### config.mk
export PLATFORM = sky130hd
export DESIGN_NAME = uart_baud_gen_frac
export DESIGN_NICKNAME = d
export VERILOG_FILES = /design/src/rtl/uart_baud_gen_frac.sv
export SDC_FILE = /design/constraint.sdc
export NUM_CORES = 1
export LEC_CHECK = 0
export BUFFER_PORTS_ARGS = -buffer_cell sky130_fd_sc_hd__buf_2
export CAP_MARGIN = 30
export CORE_MARGIN = 2
export CORE_UTILIZATION = 55
export DETAILED_ROUTE_END_ITERATION = 8
export GPL_TIMING_DRIVEN = 0
export PLACE_DENSITY = 0.73
export REMOVE_ABC_BUFFERS = 1
export SKIP_CTS_REPAIR_TIMING = 1
export SYNTH_ARGS = -nofsm -noshare
export SYNTH_HDL_FRONTEND = slang
export SYNTH_SLANG_ARGS = --single-unit
### constraint.sdc
create_clock -name clk -period 10.2 [get_ports clk]
set_clock_uncertainty 0.05 [all_clocks]
set_input_delay 2.04 -clock clk [delete_from_list [all_inputs] [get_ports clk]]
set_output_delay 2.04 -clock clk [all_outputs]
set_load 0.005 [all_outputs]
### src/rtl/uart_baud_gen_frac.sv
// uart_baud_gen_frac: fractional-N RX oversample and TX bit tick generator with independent prescalers
module uart_baud_gen_frac #(
  parameter int DIV_INT_W = 16,
  parameter int DIV_FRAC_W = 4,
  parameter int OSR_W = 4,
  parameter int DEF_DIV_INT = 27,
  parameter int DEF_DIV_FRAC = 2,
  parameter int DEF_OSR_M1 = 15
) (
  input  logic                  clk,
  input  logic                  reset_n,
  input  logic                  enable,
  input  logic                  cfg_load,
  input  logic [DIV_INT_W-1:0]  div_int,
  input  logic [DIV_FRAC_W-1:0] div_frac,
  input  logic [OSR_W-1:0]      osr_m1,
  input  logic                  rx_resync,
  output logic                  rxclk_en,
  output logic                  txclk_en
);
  localparam int CW = DIV_INT_W + 1;
  localparam logic [CW-1:0] DEF_EFF = (DEF_DIV_INT < 2) ? CW'(2) : CW'(DEF_DIV_INT);
  logic [DIV_INT_W-1:0]  act_int, nxt_int;
  logic [DIV_FRAC_W-1:0] act_frac, nxt_frac, rx_acc, tx_acc;
  logic [OSR_W-1:0]      act_osr, nxt_osr, osr_eff, os_cnt;
  logic [CW-1:0]         div_eff, rx_cnt, tx_cnt, rx_reload, tx_reload;
  logic [DIV_FRAC_W:0]   rx_sum, tx_sum;
  // Reloads see the values cfg_load is about to capture, so a load coinciding with a tick governs the new interval
  always_comb begin
    nxt_int = cfg_load ? div_int : act_int;
    nxt_frac = cfg_load ? div_frac : act_frac;
    nxt_osr = cfg_load ? osr_m1 : act_osr;
    div_eff = (nxt_int < DIV_INT_W'(2)) ? CW'(2) : CW'(nxt_int);
    osr_eff = (nxt_osr < OSR_W'(3)) ? OSR_W'(3) : nxt_osr;
    rx_sum = {1'b0, rx_acc} + {1'b0, nxt_frac};
    tx_sum = {1'b0, tx_acc} + {1'b0, nxt_frac};
    rx_reload = div_eff + CW'(rx_sum[DIV_FRAC_W]) - CW'(1);
    tx_reload = div_eff + CW'(tx_sum[DIV_FRAC_W]) - CW'(1);
  end
  // Active configuration registers
  always_ff @(posedge clk or negedge reset_n) begin
    if (!reset_n) begin
      act_int <= DIV_INT_W'(DEF_DIV_INT);
      act_frac <= DIV_FRAC_W'(DEF_DIV_FRAC);
      act_osr <= OSR_W'(DEF_OSR_M1);
    end else if (cfg_load) begin
      act_int <= div_int;
      act_frac <= div_frac;
      act_osr <= osr_m1;
    end
  end
  // RX prescaler: down-counter of remaining edges; resync restarts it but never suppresses a due tick
  always_ff @(posedge clk or negedge reset_n) begin
    if (!reset_n) begin
      rx_cnt <= DEF_EFF - CW'(1);
      rx_acc <= '0;
      rxclk_en <= 1'b0;
    end else if (!enable) begin
      rx_cnt <= div_eff - CW'(1);
      rx_acc <= '0;
      rxclk_en <= 1'b0;
    end else begin
      rxclk_en <= (rx_cnt == '0);
      if (rx_resync) begin
        rx_cnt <= div_eff - CW'(1);
        rx_acc <= '0;
      end else if (rx_cnt == '0) begin
        rx_cnt <= rx_reload;
        rx_acc <= rx_sum[DIV_FRAC_W-1:0];
      end else
        rx_cnt <= rx_cnt - CW'(1);
    end
  end
  // TX prescaler plus oversample counter; >= lets a shrunken osr wrap on the next tick
  always_ff @(posedge clk or negedge reset_n) begin
    if (!reset_n) begin
      tx_cnt <= DEF_EFF - CW'(1);
      tx_acc <= '0;
      os_cnt <= '0;
      txclk_en <= 1'b0;
    end else if (!enable) begin
      tx_cnt <= div_eff - CW'(1);
      tx_acc <= '0;
      os_cnt <= '0;
      txclk_en <= 1'b0;
    end else begin
      txclk_en <= (tx_cnt == '0) && (os_cnt >= osr_eff);
      if (tx_cnt == '0) begin
        tx_cnt <= tx_reload;
        tx_acc <= tx_sum[DIV_FRAC_W-1:0];
        os_cnt <= (os_cnt >= osr_eff) ? '0 : os_cnt + OSR_W'(1);
      end else
        tx_cnt <= tx_cnt - CW'(1);
    end
  end
endmodule
==> flow_summary.json, run 1 <==
{
  "status": "finished clean",
  "fin_crit_ps": 7180,
  "dp_cells": 641,
  "async_flop_share_pct": 100,
  "grt.met2_usage_pct": 42.4,
  "clock_latency_ps": 360,
  "grtUsageTotal_pct": 26.3,
  "post-route-period-util_pct": 70.4,
  "start_kind": "input port",
  "wirelength_um": 12300,
  "nets": 596,
  "rr_worst_depth": 10,
  "yosys_register_bits": 72,
  "layoutNonFillerInstCount": 658,
  "fin_util_pct": 61.7,
  "max_clock_freq_mhz": 139,
  "worstPathRequired_ps": 10370,
  "filler_cell_count": 786,
  "clockBufferDepth": 2,
  "min_path_type": "reg -> reg",
  "drtIter0Drc": 334,
  "seqCellArea_mm2": 0.00182,
  "power.density_mw_per_mm2": 140,
  "synth_area_mm2": 0.00488,
  "cts_max_level": 3,
  "vdd_drop_max_mv": 0.0778,
  "synth-main-ff-cell": "dfrtp_1",
  "grt_start_max_net_pins": 73,
  "drv_cap": 0,
  "cts_tree": "built",
  "cts_sinks": 72,
  "hpwl_um": 8850,
  "synth_area_per_cell_um2": 9.31,
  "diodes": 0,
  "initial_core_util_pct": 56.2,
  "power_uw": 752,
  "mostFrequentLayoutCells": "dfrtp_1, nand2_1, xnor2_1, nor2_1, buf_2",
  "p_leak_uw": 0.00217,
  "drive_above_1_share_pct": 16.7,
  "crit_fanout": 47,
  "cts.reportedPaths.clkPinSlew_ps": 90,
  "ant_nets": 0,
  "firstDrtPassIters": 5,
  "tightest_slew_ps": 1090,
  "synthDistinctLibCells": 61,
  "grt.busiest_layer": "met2",
  "finalSetupTns_ps": 0,
  "wire_per_inst_um": 18.6,
  "cts_buffers": 9,
  "die-area_mm2": 0.00964,
  "die_y_um": 98.2,
  "rsz0062_at_grt": "false",
  "cp-end-kind": "flip-flop",
  "finalSetupViolCount": 0,
  "gr-usage-met1_pct": 35.9,
  "grt_pass1_wl_um": 20400,
  "io_pins": 31,
  "synthCells": 524,
  "finalHoldViolCount": 0,
  "first_global_vias": 4198,
  "root_buffer": "clkbuf_8",
  "drc": 0,
  "slew_headroom_pct": 27.1,
  "via_per_inst": 6.47,
  "drv_slew": 0,
  "ys_warn_count": 0,
  "ys_seq_area_share_pct": 37.3,
  "portBuffers": 30,
  "synth-edff-count": 0,
  "core-area_mm2": 0.00868,
  "grt_util_met3_pct": 3.01,
  "area_growth_pct": 9.75,
  "vias": 4256,
  "path_class": "in -> reg",
  "multiInputGateArea_mm2": 0.00288,
  "antenna_found_initial": 0,
  "place_congestion": 0.886,
  "hold_depth": 2,
  "layout_commonest_cell": "dfrtp_1",
  "worstPathArrival_ps": 7350,
  "num_rows": 34,
  "overflow": 0,
  "die_w_um": 98.2
}
## routing by layer
layer	vias to the layer above	routed length, µm
met4	0	366
li1	1977	-
met1	2099	5530
met5	-	0
met2	153	5760
met3	27	606
## worst max-delay path, stage by stage
cell,delay (ps)
buf_2,700
mux2i_1,440
inv_1,200
a211o_1,400
or4_1,930
nand2_1,390
ha_1,460
ha_1,260
a21boi_0,690
nand2_1,290
a221oi_1,390
a22oi_1,140
## worst paths after layout
kind	from	to	slack, ps
worst max-delay path	cfg_load	tx_cnt[12]	3020
worst min-delay path	tx_acc[3]	tx_acc[3]	480
worst max register to register	act_int[2]	tx_cnt[12]	5190
worst min register to register	tx_acc[3]	tx_acc[3]	480
max in group asynchronous	reset_n	act_osr[3]	8140
min in group asynchronous	reset_n	act_frac[2]	1620
## synth_stat cells, types with 3 or more instances
cell type  instances  area (µm²)
dfrtp_1           57        1430
nand2_1           40         150
nor2_1            37         139
xnor2_1           37         324
o21ai_0           25         125
a21oi_1           21         105
ha_1              20         250
inv_1             20        75.1
clkbuf_1          18        67.6
nand3_1           18        90.1
nor3_1            18        90.1
xor2_1            18         158
mux2i_1           17         170
dfstp_2           15         394
mux2_2            10         113
nand4_1            9        56.3
nor4_1             9        56.3
or3_1              9        56.3
a21o_1             8        60.1
o211ai_1           8        60.1
a22oi_1            7        52.6
a31oi_1            7        43.8
nor4b_1            7        61.3
a211oi_1           5        37.5
a221oi_1           5        43.8
nand2b_1           5        31.3
a32o_1             4        40.0
buf_1              4        15.0
nor3b_1            4        30.0
o22ai_1            4        25.0
or3b_2             4        35.0
or4_1              4        30.0
or4_4              4        45.0
a221o_1            3        30.0
a311oi_1           3        26.3
nor2b_1            3        18.8
## state kept, by name, summed over array words and instances, names as in the netlist
name / count
rx_cnt: 17
tx_cnt: 17
act_int: 16
act_frac: 4
act_osr: 4
os_cnt: 4
rx_acc: 4
tx_acc: 4
rxclk_en: 1
txclk_en: 1
## metrics by stage
stage                     area [µm²]  setup WS, ps  hold WS (ps)
after detailed placement        5150          2780           461
final                           5350          3020           477
after global routing            5350          2700           496
after CTS                       5350          3160           480
after floorplan                 4770          4520           434
after global placement          5050          2830           448
## report_power, final
part           internal, µW  leakage, µW  switching (µW)
combinational          69.6      0.00122            93.4
sequential              321     0.000859            28.8
clock                   114    0.0000968             124
## kinds of logic (layout without fill, tap and decap cells)
group | count (synthesis) | in the layout | synth area share (%)
DFF | 72 | 72 | 37.3
AOI/OAI and AO/OA | 124 | 124 | 17.7
buffers and inverters | 47 | 73 | 3.95
muxes | 27 | 27 | 5.80
xor gates and xnor gates | 55 | 55 | 9.88
and+or+nand+nor | 177 | 177 | 19.4
adders and majority gates | 22 | 22 | 5.95
## final cells by class
cell class,instances,share of cell area [%]
clock inverters,6,1.29
clock buffers,10,2.38
repair buffers,35,4.37
multi-input cells,405,53.9
flip-flops and latches,72,34.0
well taps,108,2.52
inverters,22,1.54
Power figures use the tool's default switching activity.
==> run 2: changes to the inputs <==
Settings changed: ABC_AREA from default to 1.
Clock period 10.2 ns to 6.94 ns, I/O delays scaled along.
==> flow_summary.json, run 2 <==
{
  "drv_cap": 0,
  "place_congestion": 0.924,
  "synth_commonest_cells": "nand2_1, nor2_1, inv_1",
  "synthCells": 641,
  "cts_tree": "built",
  "io_pins": 31,
  "ys_warn_count": 0,
  "grt_pass1_wl_um": 19700,
  "grt_start_max_net_pins": 73,
  "firstDrtPassIters": 5,
  "tightest_slew_ps": 1030,
  "critPathTopFamily": "simple AND/OR/NAND/NOR gates",
  "layout_commonest_cell": "nand2_1",
  "hpwl_um": 8740,
  "die_y_um": 98.5,
  "crit_slowest_cell": "buf_2",
  "cts_max_level": 3,
  "clock_latency_ps": 360,
  "status": "finished clean",
  "synth_area_mm2": 0.00492,
  "die-area_mm2": 0.00971,
  "yosys_register_bits": 72,
  "wire_per_inst_um": 14.8,
  "cp-end-kind": "flip-flop",
  "portBuffers": 30,
  "filler_cell_count": 813,
  "initial_core_util_pct": 56.6,
  "crit_fanout": 25,
  "root_buffer": "clkbuf_8",
  "overflow": 0,
  "drtIter0Drc": 256,
  "synth_top_cell_area_share_pct": 29.0,
  "synth-main-ff-cell": "dfrtp_1",
  "clockBufferDepth": 2,
  "drive_above_1_share_pct": 15.5,
  "synth_area_per_cell_um2": 7.67,
  "die_w_um": 98.5,
  "drv_slew": 0,
  "cp_cell_sequence": "buf_2 > inv_4 > nand2_1 > nand2_1 > nor2_1 > nand2_1 > nor2_4 > nand2_4 > clkinv_2 > nor2_4 > inv_1 > ha_1 > ha_1 > inv_1 > nor2_1 > nand2_1 > xor2_1 > nor2_1 > o31ai_1",
  "worstPathRequired_ps": 7130,
  "area_growth_pct": 8.45,
  "num_rows": 34,
  "cts.reportedPaths.clkPinSlew_ps": 80,
  "fin_area_mm2": 0.00533,
  "p_leak_uw": 0.00260,
  "min_from": "act_osr[1]",
  "cts_sinks": 72,
  "async_flop_share_pct": 100,
  "first_global_vias": 4060,
  "synthTopCellsByArea": "dfrtp_1, nand2_1, dfstp_2",
  "path_class": "in -> reg",
  "fin_crit_ps": 4660,
  "synthDistinctLibCells": 46,
  "timing.rr.start": "tx_cnt[0]",
  "yosysTopAreaCell": "dfrtp_1",
  "mostFrequentLayoutCells": "nand2_1, nor2_1, inv_1",
  "max_stage_delay_ps": 430,
  "vias": 4138,
  "crit_top_cell": "nand2_1",
  "wirelength_um": 11600,
  "nets": 719,
  "rsz0062_at_grt": "false",
  "placed_cell_area_mm2": 0.00511,
  "drc": 0,
  "via_per_inst": 5.30,
  "yosysMostFrequentCell": "nand2_1",
  "cp_num_buf_inv": 5,
  "ant_nets": 0,
  "diodes": 0,
  "slew_headroom_pct": 31.4,
  "start_kind": "input port",
  "post-route-period-util_pct": 67.2,
  "max_clock_freq_mhz": 214,
  "grtUsageTotal_pct": 25.3,
  "min_path_type": "reg -> reg",
  "power.density_mw_per_mm2": 206,
  "largestRegisters": "rx_cnt x17, tx_cnt x17, act_int x16",
  "synth-edff-count": 0,
  "ys_seq_area_share_pct": 37.0,
  "finalSetupViolCount": 0,
  "worstPathArrival_ps": 4850,
  "core-area_mm2": 0.00868,
  "cts_buffers": 9,
  "crit_start": "cfg_load",
  "vdd_drop_max_mv": 0.130,
  "antenna_found_initial": 0,
  "finalHoldViolCount": 0,
  "finalSetupTns_ps": 0
}
run 2: cells by family (layout without fill, tap and decap cells):
group	count (synthesis)	after routing	synth area share (%)
AO/OA/AOI/OAI	76	76	9.49
XOR/XNOR	47	47	8.37
adder cells (fa/ha/maj)	22	22	5.90
buffers and inverters	87	119	7.56
flip-flops	72	72	37.0
AND/OR/NAND/NOR	337	337	31.6
run 2: path summary, 6_finish.rpt:
path	to	slack, ps	cells past startpoint
max	rx_cnt[14]	2280	19
min in group asynchronous	os_cnt[3]	1090	1
max in group asynchronous	rx_cnt[12]	5160	1
max reg2reg	tx_cnt[13]	3590	9
min reg2reg	act_osr[1]	430	2
min	act_osr[1]	430	2
run 2: routing by layer:
| metal | GRT usage, % | vias up | wire length [µm] | share of wire (%) |
|---|---|---|---|---|
| met5 | 0 | - | 0 | 0 |
| met2 | 39.4 | 80 | 5180 | 45 |
| met3 | 4.75 | 11 | 443 | 3.8 |
| met1 | 36.8 | 1926 | 5800 | 50 |
| li1 | - | 2121 | - | - |
| met4 | 5.80 | 0 | 143 | 1.2 |
run 2: worst reg2reg max path: cells and delay by family, from the launching register on:
kind | cells | cell delay, ps
and+or+nand+nor | 5 | 1560
buffers and inverters | 2 | 690
DFF | 1 | 380
AOI/OAI and AO/OA | 1 | 350
adders and majority gates | 1 | 200
run 2: where the power goes:
group	switching, µW	internal (µW)
combinational	157	80.1
sequential	25.3	467
clock	160	212
run 2: final cells by class:
class / instances / area, µm² / area share (%)
Clock inverter: 5 / 80.1 / 1.50
Clock buffer: 11 / 141 / 2.65
Tap cell: 108 / 135 / 2.53
Multi-Input combinational cell: 482 / 2720 / 51.1
Sequential cell: 72 / 1820 / 34.1
Timing Repair Buffer: 30 / 153 / 2.86
Inverter: 73 / 278 / 5.21
run 2: through the flow:
stage	cells	total power, µW	hold WS (ps)	worst slack (ps)	util (%)
final	781	1100	430	2280	61.4
after global routing	781	1160	468	1890	61.4
after CTS	781	1110	435	2310	61.4
after global placement	765	726	414	2040	58.9
after floorplan	627	663	400	3250	-
after detailed placement	765	734	421	1970	58.9
